[src/rtl/adder_accumulator.sv]
// Packet accumulator: sums a valid/ready operand stream per in_last-delimited
// packet through a ripple-carry chain and holds the total until it is taken.
module adder_accumulator #(
  parameter int unsigned SIZE  = 4,
  parameter int unsigned CNT_W = 4
) (
  input  logic             clk,
  input  logic             rst,
  input  logic             in_valid,
  output logic             in_ready,
  input  logic [SIZE-1:0]  in_data,
  input  logic             in_last,
  output logic             out_valid,
  input  logic             out_ready,
  output logic [SIZE-1:0]  out_sum,
  output logic             out_carry,
  output logic [CNT_W-1:0] out_count
);

  typedef enum logic {
    ST_ACC  = 1'b0,
    ST_HOLD = 1'b1
  } state_e;

  localparam logic [CNT_W-1:0] CNT_MAX = {CNT_W{1'b1}};

  state_e           state_q, state_d;
  logic [SIZE-1:0]  acc_q, acc_d;
  logic             ovf_q, ovf_d;
  logic [CNT_W-1:0] cnt_q, cnt_d;

  logic [SIZE-1:0]  add_sum;
  logic             add_cout;
  logic             accept;
  logic             release_res;

  assign accept      = in_valid & in_ready;
  assign release_res = (state_q == ST_HOLD) & out_ready;

  // Ripple-carry adder chain, carry-in 0
  always_comb begin
    add_sum  = '0;
    add_cout = 1'b0;
    for (int i = 0; i < int'(SIZE); i++) begin
      add_sum[i] = acc_q[i] ^ in_data[i] ^ add_cout;
      add_cout   = (acc_q[i] & in_data[i]) | (add_cout & (acc_q[i] ^ in_data[i]));
    end
  end

  always_ff @(posedge clk) begin
    if (rst) begin
      state_q <= ST_ACC;
      acc_q   <= '0;
      ovf_q   <= 1'b0;
      cnt_q   <= '0;
    end else begin
      state_q <= state_d;
      acc_q   <= acc_d;
      ovf_q   <= ovf_d;
      cnt_q   <= cnt_d;
    end
  end

  always_comb begin
    state_d = state_q;
    acc_d   = acc_q;
    ovf_d   = ovf_q;
    cnt_d   = cnt_q;
    case (state_q)
      ST_ACC: begin
        if (accept) begin
          acc_d = add_sum;
          ovf_d = ovf_q | add_cout;
          cnt_d = (cnt_q == CNT_MAX) ? cnt_q : cnt_q + CNT_W'(1);
          if (in_last) begin
            state_d = ST_HOLD;
          end
        end
      end
      ST_HOLD: begin
        // Result taken: clear so the next packet starts from zero
        if (release_res) begin
          state_d = ST_ACC;
          acc_d   = '0;
          ovf_d   = 1'b0;
          cnt_d   = '0;
        end
      end
      default: state_d = ST_ACC;
    endcase
  end

  always_comb begin
    in_ready  = (state_q == ST_ACC) & ~rst;
    out_valid = (state_q == ST_HOLD);
    out_sum   = acc_q;
    out_carry = ovf_q;
    out_count = cnt_q;
  end

endmodule

[config.mk]
export PLATFORM = sky130hd
export DESIGN_NAME = adder_accumulator
export DESIGN_NICKNAME = d
export VERILOG_FILES = /design/src/rtl/adder_accumulator.sv
export SDC_FILE = /design/constraint.sdc
export NUM_CORES = 1
export LEC_CHECK = 0
export ABC_AREA = 1
export CORE_MARGIN = 2
export CORE_UTILIZATION = 35
export CTS_BUF_LIST = sky130_fd_sc_hd__clkbuf_8
export CTS_CLUSTER_DIAMETER = 80
export DETAILED_ROUTE_END_ITERATION = 12
export DONT_BUFFER_PORTS = 1
export PLACE_DENSITY_LB_ADDON = 0.05
export SETUP_SLACK_MARGIN = 0.2
export SKIP_CTS_REPAIR_TIMING = 1
export SYNTH_ARGS = -nofsm -noshare
export SYNTH_HDL_FRONTEND = slang
export SYNTH_SLANG_ARGS = --single-unit
export TNS_END_PERCENT = 20
[constraint.sdc]
create_clock -name clk -period 2.15 [get_ports clk]
set_input_delay 0.43 -clock clk [delete_from_list [all_inputs] [get_ports clk]]
set_output_delay 0.43 -clock clk [all_outputs]
set_load 0.02 [all_outputs]
# Word-level counts from Yosys, hierarchy flattened
# Index checks and enable logic that the tools add are counted.
op_classes:
  n_addsub: 1
  eq_ne: 4
  n_mux: 13
  n_bitwise: 23
  n_reduce_logical: 2
op_table:
  columns: ["operator", "count"]
  rows:
  - ["$mux 4", 4]
  - ["$pmux 4 s2", 2]
  - ["$and 1x1->1", 10]
  - ["$xor 1x1->1", 7]
  - ["$mux 1", 5]
  - ["$add 4x1->4 const B", 1]
  - ["$eq 4x4->1 const B", 1]
  - ["$ne 2x2->1 const B", 2]
  - ["$or 1x1->1", 4]
  - ["$pmux 1 s2", 2]
  - ["$reduce_and 3->1", 1]
  - ["$ne 2x1->1 const B", 1]
  - ["$not 1->1", 2]
  - ["$reduce_and 2->1", 1]
word_totals:
  register_bits: 10
  in_bits: 9
  out_inout_bits: 11
  elab_cells: 47

# Depth between registers and ports, before layout
# Gate-level depths: netlist of run 1.
logic_depth:
  ltp_word: 10
  depth_mapped: 6
  mapped_depth_nobuf: 6

# Worst setup path after synthesis of run 1
# Ideal clock, no wire load.
synth_path:
  path_kind: "in2reg"
  from: "in in_data[0]"
  to: "reg ovf_q (netlist: out_carry)"
  setup_time_ns: 0.114
  arrival_time_ns: 1.899
  t_required_ns: 2.036
  slack_ns: 0.138
  cell_stages: 6
  n_path_buf: 0
  path_cell_list: "ha_1 -> fa_1 -> fa_1 -> fa_1 -> a21oi_1 -> nor2_1"
synth_via:
  elab_chain_len: 10
synth_lines:
  columns: ["element", "line_no", "source"]
  rows:
  - ["start: declaration", "11", "input logic [SIZE-1:0] in_data,"]
  - ["$and 1x1->1 (2 in a row)", "46", "add_cout = (acc_q[i] & in_data[i]) | (add_cout & (acc_q[i] ^ in_data[i]));"]
  - ["$or 1x1->1", "46", null]
  - ["$and 1x1->1", "46", null]
  - ["$or 1x1->1", "46", null]
  - ["$and 1x1->1", "46", null]
  - ["$or 1x1->1", "46", null]
  - ["$or 1x1->1", "73", "ovf_d = ovf_q | add_cout;"]
  - ["$mux 1", "71", "if (accept) begin"]
  - ["$pmux 1 s2", "69", "case (state_q)"]
  - ["end signal: assignment", "59", "ovf_q <= ovf_d;"]
  - ["end: declaration", "29", "logic ovf_q, ovf_d;"]
# Every way passes these cells. The select of a mux whose other input is x is not followed.
# A chain may end at the register's enable or synchronous reset.

# Final worst setup path of run 1
layout_path:
  from: "reg acc_q[0] (netlist: out_sum[0])"
  to: "reg acc_q[3] (netlist: out_sum[3])"
layout_via:
  elab_chain_len: 8
layout_lines:
  columns: ["element", "line_no", "source"]
  rows:
  - ["start: declaration", "28", "logic [SIZE-1:0] acc_q, acc_d;"]
  - ["start signal: assignment", "53", "acc_q <= '0;"]
  - ["start signal: assignment", "58", "acc_q <= acc_d;"]
  - ["$and 1x1->1 (2 in a row)", "46", null]
  - ["$or 1x1->1", "46", null]
  - ["$and 1x1->1", "46", null]
  - ["$or 1x1->1", "46", null]
  - ["$xor 1x1->1", "45", "add_sum[i] = acc_q[i] ^ in_data[i] ^ add_cout;"]
  - ["$mux 4", "71", null]
  - ["$pmux 4 s2", "69", null]
# Every way passes these cells. The select of a mux whose other input is x is not followed.

==> impl_metrics.ini, run 1 <==
[status]
status = finished clean

[global_route]
grt_remaining_overflow = 0
globalRouteTotalUtil_pct = 13.4
grt_pass1_wl_um = 1790
antenna_found_initial = 0
grt_max_degree = 8
grt_pass1_vias = 413

[power_and_ir_drop]
p_comb_share_pct = 13.1
power_density_nw_per_um2 = 814
p_int_mw = 0.353
clock_power_share_pct = 38.6
power.switching_mw = 0.141
switching_share_pct = 28.6
p_leak_nw = 0.292
worst_ir_drop_vdd_mv = 0.295
seq_power_share_pct = 48.3

[timing]
max_slew.worst_pin.slew_ns = 0.398
setup_viol = 0
final_hold_viol_count = 0
tns_ns = 0
post-route-period-util_pct = 85.7
slew_viol_final = 0
fmax_ghz = 0.543
fin_ws_ns = 0.307
rsz0062_at_grt = no
maxSlewHeadroom_pct = 73.4
min_period_ns = 1.84
skew_ns = 0.000356

[synthesis]
ys_seq_elements = 10
synth_top_family_by_area = simple AND/OR/NAND/NOR gates
muxShareOfSynthArea_pct = 0
synthDistinctLibCells = 17
netlist_area_um2 = 533
yosysSeqAreaShare_pct = 37.6
synth_nets = 80
synth.avg_cell_area_um2 = 8.08
synth-simple-area-share_pct = 32.4
ys_warn_count = 0
synthCells = 66
synth_compound_gate_area_share_pct = 7.28
synth_xor_area_share_pct = 0
synth_fa_ha_area_share_pct = 16.0

[final_layout]
fin_nets = 86
final_cell_count_no_fill = 86
syn_to_final_growth_pct = 13.8
diodes = 0
final_common_cell = nand2_1
drive_gt1_share_pct = 18.6
multi_input_comb_area_um2 = 302
fillers = 168
final_cell_mix = nand2_1 (17), nand3_1 (10), dfxtp_1 (10), inv_1 (8), a21oi_1 (5)
seq_area_um2 = 200

[drt]
antenna_left = 0
firstDrtPassIters = 4
drc = 0
wl_per_cell_um = 12.1
vias_per_cell = 5.01
vias = 431
drt_wl_total_um = 1040
drt_iter0_markers = 12

[clock_tree]
clkSinkCount = 10
tritoncts = built
insertion_delay_ns = 0.23
cts-root-buf = clkbuf_8
numCtsBuffers = 3
htree_levels = 1
clkTransAtPathRegs_ns = 0.05
clockBufferDepth = 2

[worst_setup_path]
critPathSlowestCell = fa_1
critPathKind = reg -> reg
worstPathCellList = ha_1, fa_2, fa_2, fa_1, nand2_1, nand2_1
crit_family = adder cells
required_ns = 2.27
cp_slowest_stage_delay_ns = 0.43
path_buf_inv = 0
crit_path_end_kind = flip-flop
cp_max_fo = 2
startpoint_type = flip-flop
r2r_slack_ns = 0.31
critical_path_arrival_ns = 1.96

[placed_design]
pre_cts_ws_ns = 0.160
place_congestion = 0.745
portBuffers = 0
hpwlAfterDp_um = 830
dp_cells = 83

[floorplanning]
core-area_um2 = 1470
die_h_um = 43.0
io_pins = 20
fp.dieArea_um2 = 1850
rows = 14
die_x_um = 43.0
start_util_pct = 36.2

[min_path]
hp-class = in -> reg

[job]
cap_viol_max_count = 0
[metrics by stage]
step | util [%] | cell area, um^2 | total power [mW] | hold WS (ns)
6_report | 41.2 | 607 | 0.494 | 0.261
5_1_grt | 41.2 | 607 | 0.528 | 0.255
4_1_cts | 41.2 | 607 | 0.504 | 0.258
3_5_place_dp | 38.4 | 566 | 0.308 | 0.503
3_3_place_gp | 38.4 | 566 | 0.309 | 0.504
2_1_floorplan | - | 538 | 0.291 | 0.499
[Yosys cell counts (all sizes together)]
cell,number,area share [%]
ha,2,4.7
nor2,3,3.5
dfxtp,10,38
fa,3,11
o21ai,1,0.94
or2,1,1.2
inv,9,6.8
nand4,1,1.2
nand2,19,15
a21oi,6,6.3
nand3,11,11
[power by group through the flow]
stage	Clock (mW)	Combinational [mW]	Sequential, mW
floorplan	0	0.0493	0.242
global placement	0	0.0664	0.243
detailed placement	0	0.0652	0.243
CTS	0.198	0.0665	0.239
global route	0.209	0.0779	0.241
finish	0.191	0.0649	0.239
[per-layer routing]
layer  GRT usage [%]  wire, um  vias to the layer above
li1                -         -                      222
met1            18.8       459                      185
met2            16.7       451                       20
met3            5.11       110                        4
met4            9.09        20                        0
met5               0         0                        -
[cells by family (layout without fill, tap and decap cells)]
family | count (synthesis) | after routing
AO/OA/AOI/OAI | 7 | 7
adder cells (fa/ha/maj) | 5 | 5
buffers and inverters | 9 | 13
flip-flops | 10 | 10
AND/OR/NAND/NOR | 35 | 35
[registers in the layout, summed over array words and instances (netlist names)]
register	flops
out_sum	4
out_valid	1
out_carry	1
out_count	4
[layout make-up]
type                    count  area share [%]
multi-input cells          47            49.7
flip-flops and latches     10            33.0
repair buffers              1            1.24
well taps                  16            3.30
inverters                   9            5.98
clock buffers               3            6.80
[final timing paths]
path | cells past startpoint | to | from
worst max-delay path | 6 | out_sum[3] | out_sum[0]
worst min-delay path | 1 | out_valid | rst
worst max register to register | 6 | out_sum[3] | out_sum[0]
worst min register to register | 3 | out_sum[0] | out_sum[0]
No activity file was read; power rests on OpenSTA's default activity.
==> run 2: changes to the inputs <==
--- a/config.mk
+++ b/config.mk
@@ -6,11 +6,11 @@
 export NUM_CORES = 1
 export LEC_CHECK = 0
 export ABC_AREA = 1
-export CORE_MARGIN = 2
-export CORE_UTILIZATION = 35
+export CORE_AREA = 10 10 47 49
 export CTS_BUF_LIST = sky130_fd_sc_hd__clkbuf_8
 export CTS_CLUSTER_DIAMETER = 80
 export DETAILED_ROUTE_END_ITERATION = 12
+export DIE_AREA = 0 0 57 59
 export DONT_BUFFER_PORTS = 1
 export PLACE_DENSITY_LB_ADDON = 0.05
 export SETUP_SLACK_MARGIN = 0.2
==> impl_metrics.ini, run 2 (synthesis results as in run 1) <==
[status]
status = finished clean

[timing]
tns_ns = 0
final_hold_viol_count = 0
fmax_ghz = 0.539
skew_ns = 0.000237
min_period_ns = 1.85
fin_ws_ns = 0.295
rsz0062_at_grt = no
max_slew.worst_pin.slew_ns = 0.410
maxSlewHeadroom_pct = 72.6
setup_viol = 0
post-route-period-util_pct = 86.3
slew_viol_final = 0

[worst_setup_path]
critPathKind = reg -> reg
startpoint_type = flip-flop
critical_path_arrival_ns = 1.99
cp_max_fo = 2
required_ns = 2.28
crit_path_end_kind = flip-flop

[power_and_ir_drop]
p_int_mw = 0.353
p_leak_nw = 0.292
p_comb_share_pct = 12.9
total_power_mw = 0.504
clock_power_share_pct = 39.5
power.switching_mw = 0.150
power_density_nw_per_um2 = 830
seq_power_share_pct = 47.5
switching_share_pct = 29.9
worst_ir_drop_vdd_mv = 0.400

[final_layout]
final_common_cell = nand2_1
fin_area_um2 = 607
final_cell_mix = nand2_1 (17), nand3_1 (10), dfxtp_1 (10), inv_1 (8), a21oi_1 (5)
syn_to_final_growth_pct = 13.8
post-route-util_pct = 43.3
drive_gt1_share_pct = 18.6
fin_nets = 86
fillers = 150
diodes = 0

[global_route]
grt_pass1_vias = 440
globalRouteTotalUtil_pct = 7.72
grt_pass1_wl_um = 1970
antenna_found_initial = 0
grt_remaining_overflow = 0
grt_max_degree = 8

[min_path]
hp-class = in -> reg

[clock_tree]
cts-root-buf = clkbuf_8
tritoncts = built
clockBufferDepth = 2
clkTransAtPathRegs_ns = 0.05
htree_levels = 1
clkSinkCount = 10
numCtsBuffers = 3
insertion_delay_ns = 0.24

[placed_design]
dpl_cell_area_um2 = 566
portBuffers = 0
pre_cts_ws_ns = 0.157
place_congestion = 0.730
hpwlAfterDp_um = 966

[floorplanning]
start_util_pct = 38.0
die_x_um = 57
io_pins = 20
fp.dieArea_um2 = 3360
core-area_um2 = 1400
rows = 14
die_h_um = 59

[drt]
antenna_left = 0
vias_per_cell = 5.16
firstDrtPassIters = 4
wl_per_cell_um = 14.1
drt_iter0_markers = 18
vias = 444
drt_wl_total_um = 1220
drc = 0

[job]
cap_viol_max_count = 0
run 2: worst max-delay path, cell delays in order, from the launching register on:
cell and delay, ns:
dfxtp_1 0.32, ha_1 0.19, fa_2 0.34, fa_2 0.34, fa_1 0.37, a21oi_1 0.15
nor2_1 0.05
run 2: final cells by class:
| class | instances | area (um^2) | share of cell area [%] |
|---|---|---|---|
| Sequential cell | 10 | 200 | 33.0 |
| Multi-Input combinational cell | 47 | 302 | 49.7 |
| Clock buffer | 3 | 41.3 | 6.80 |
| Tap cell | 16 | 20.0 | 3.30 |
| Timing Repair Buffer | 1 | 7.51 | 1.24 |
| Inverter | 9 | 36.3 | 5.98 |
run 2: metal layers:
layer / track usage (%) / wire length (um)
met2: 10.9 / 469
met3: 4.51 / 142
met4: 7.05 / 44
met5: 0 / 0
met1: 7.92 / 558
run 2: metrics by stage:
stage	hold slack, ns	std cells
3_3_place_gp	0.507	83
2_1_floorplan	0.499	66
6_report	0.254	86
4_1_cts	0.253	86
5_1_grt	0.248	86
3_5_place_dp	0.504	83
run 2: power groups by stage:
stage | clock network [mW] | registers (mW) | logic [mW]
2_1_floorplan | 0 | 0.242 | 0.0493
3_3_place_gp | 0 | 0.245 | 0.0663
3_5_place_dp | 0 | 0.244 | 0.0661
4_1_cts | 0.205 | 0.241 | 0.0665
5_1_grt | 0.212 | 0.243 | 0.0792
6_report | 0.199 | 0.239 | 0.0652
run 2: path summary, 6_finish.rpt:
check	start	to	slack [ns]	depth (start not counted)
worst max-delay path	out_sum[0]	out_carry	0.30	6
worst min-delay path	rst	out_count[1]	0.25	1
worst max register to register	out_sum[0]	out_carry	0.30	6
worst min register to register	out_sum[0]	out_sum[0]	0.59	3
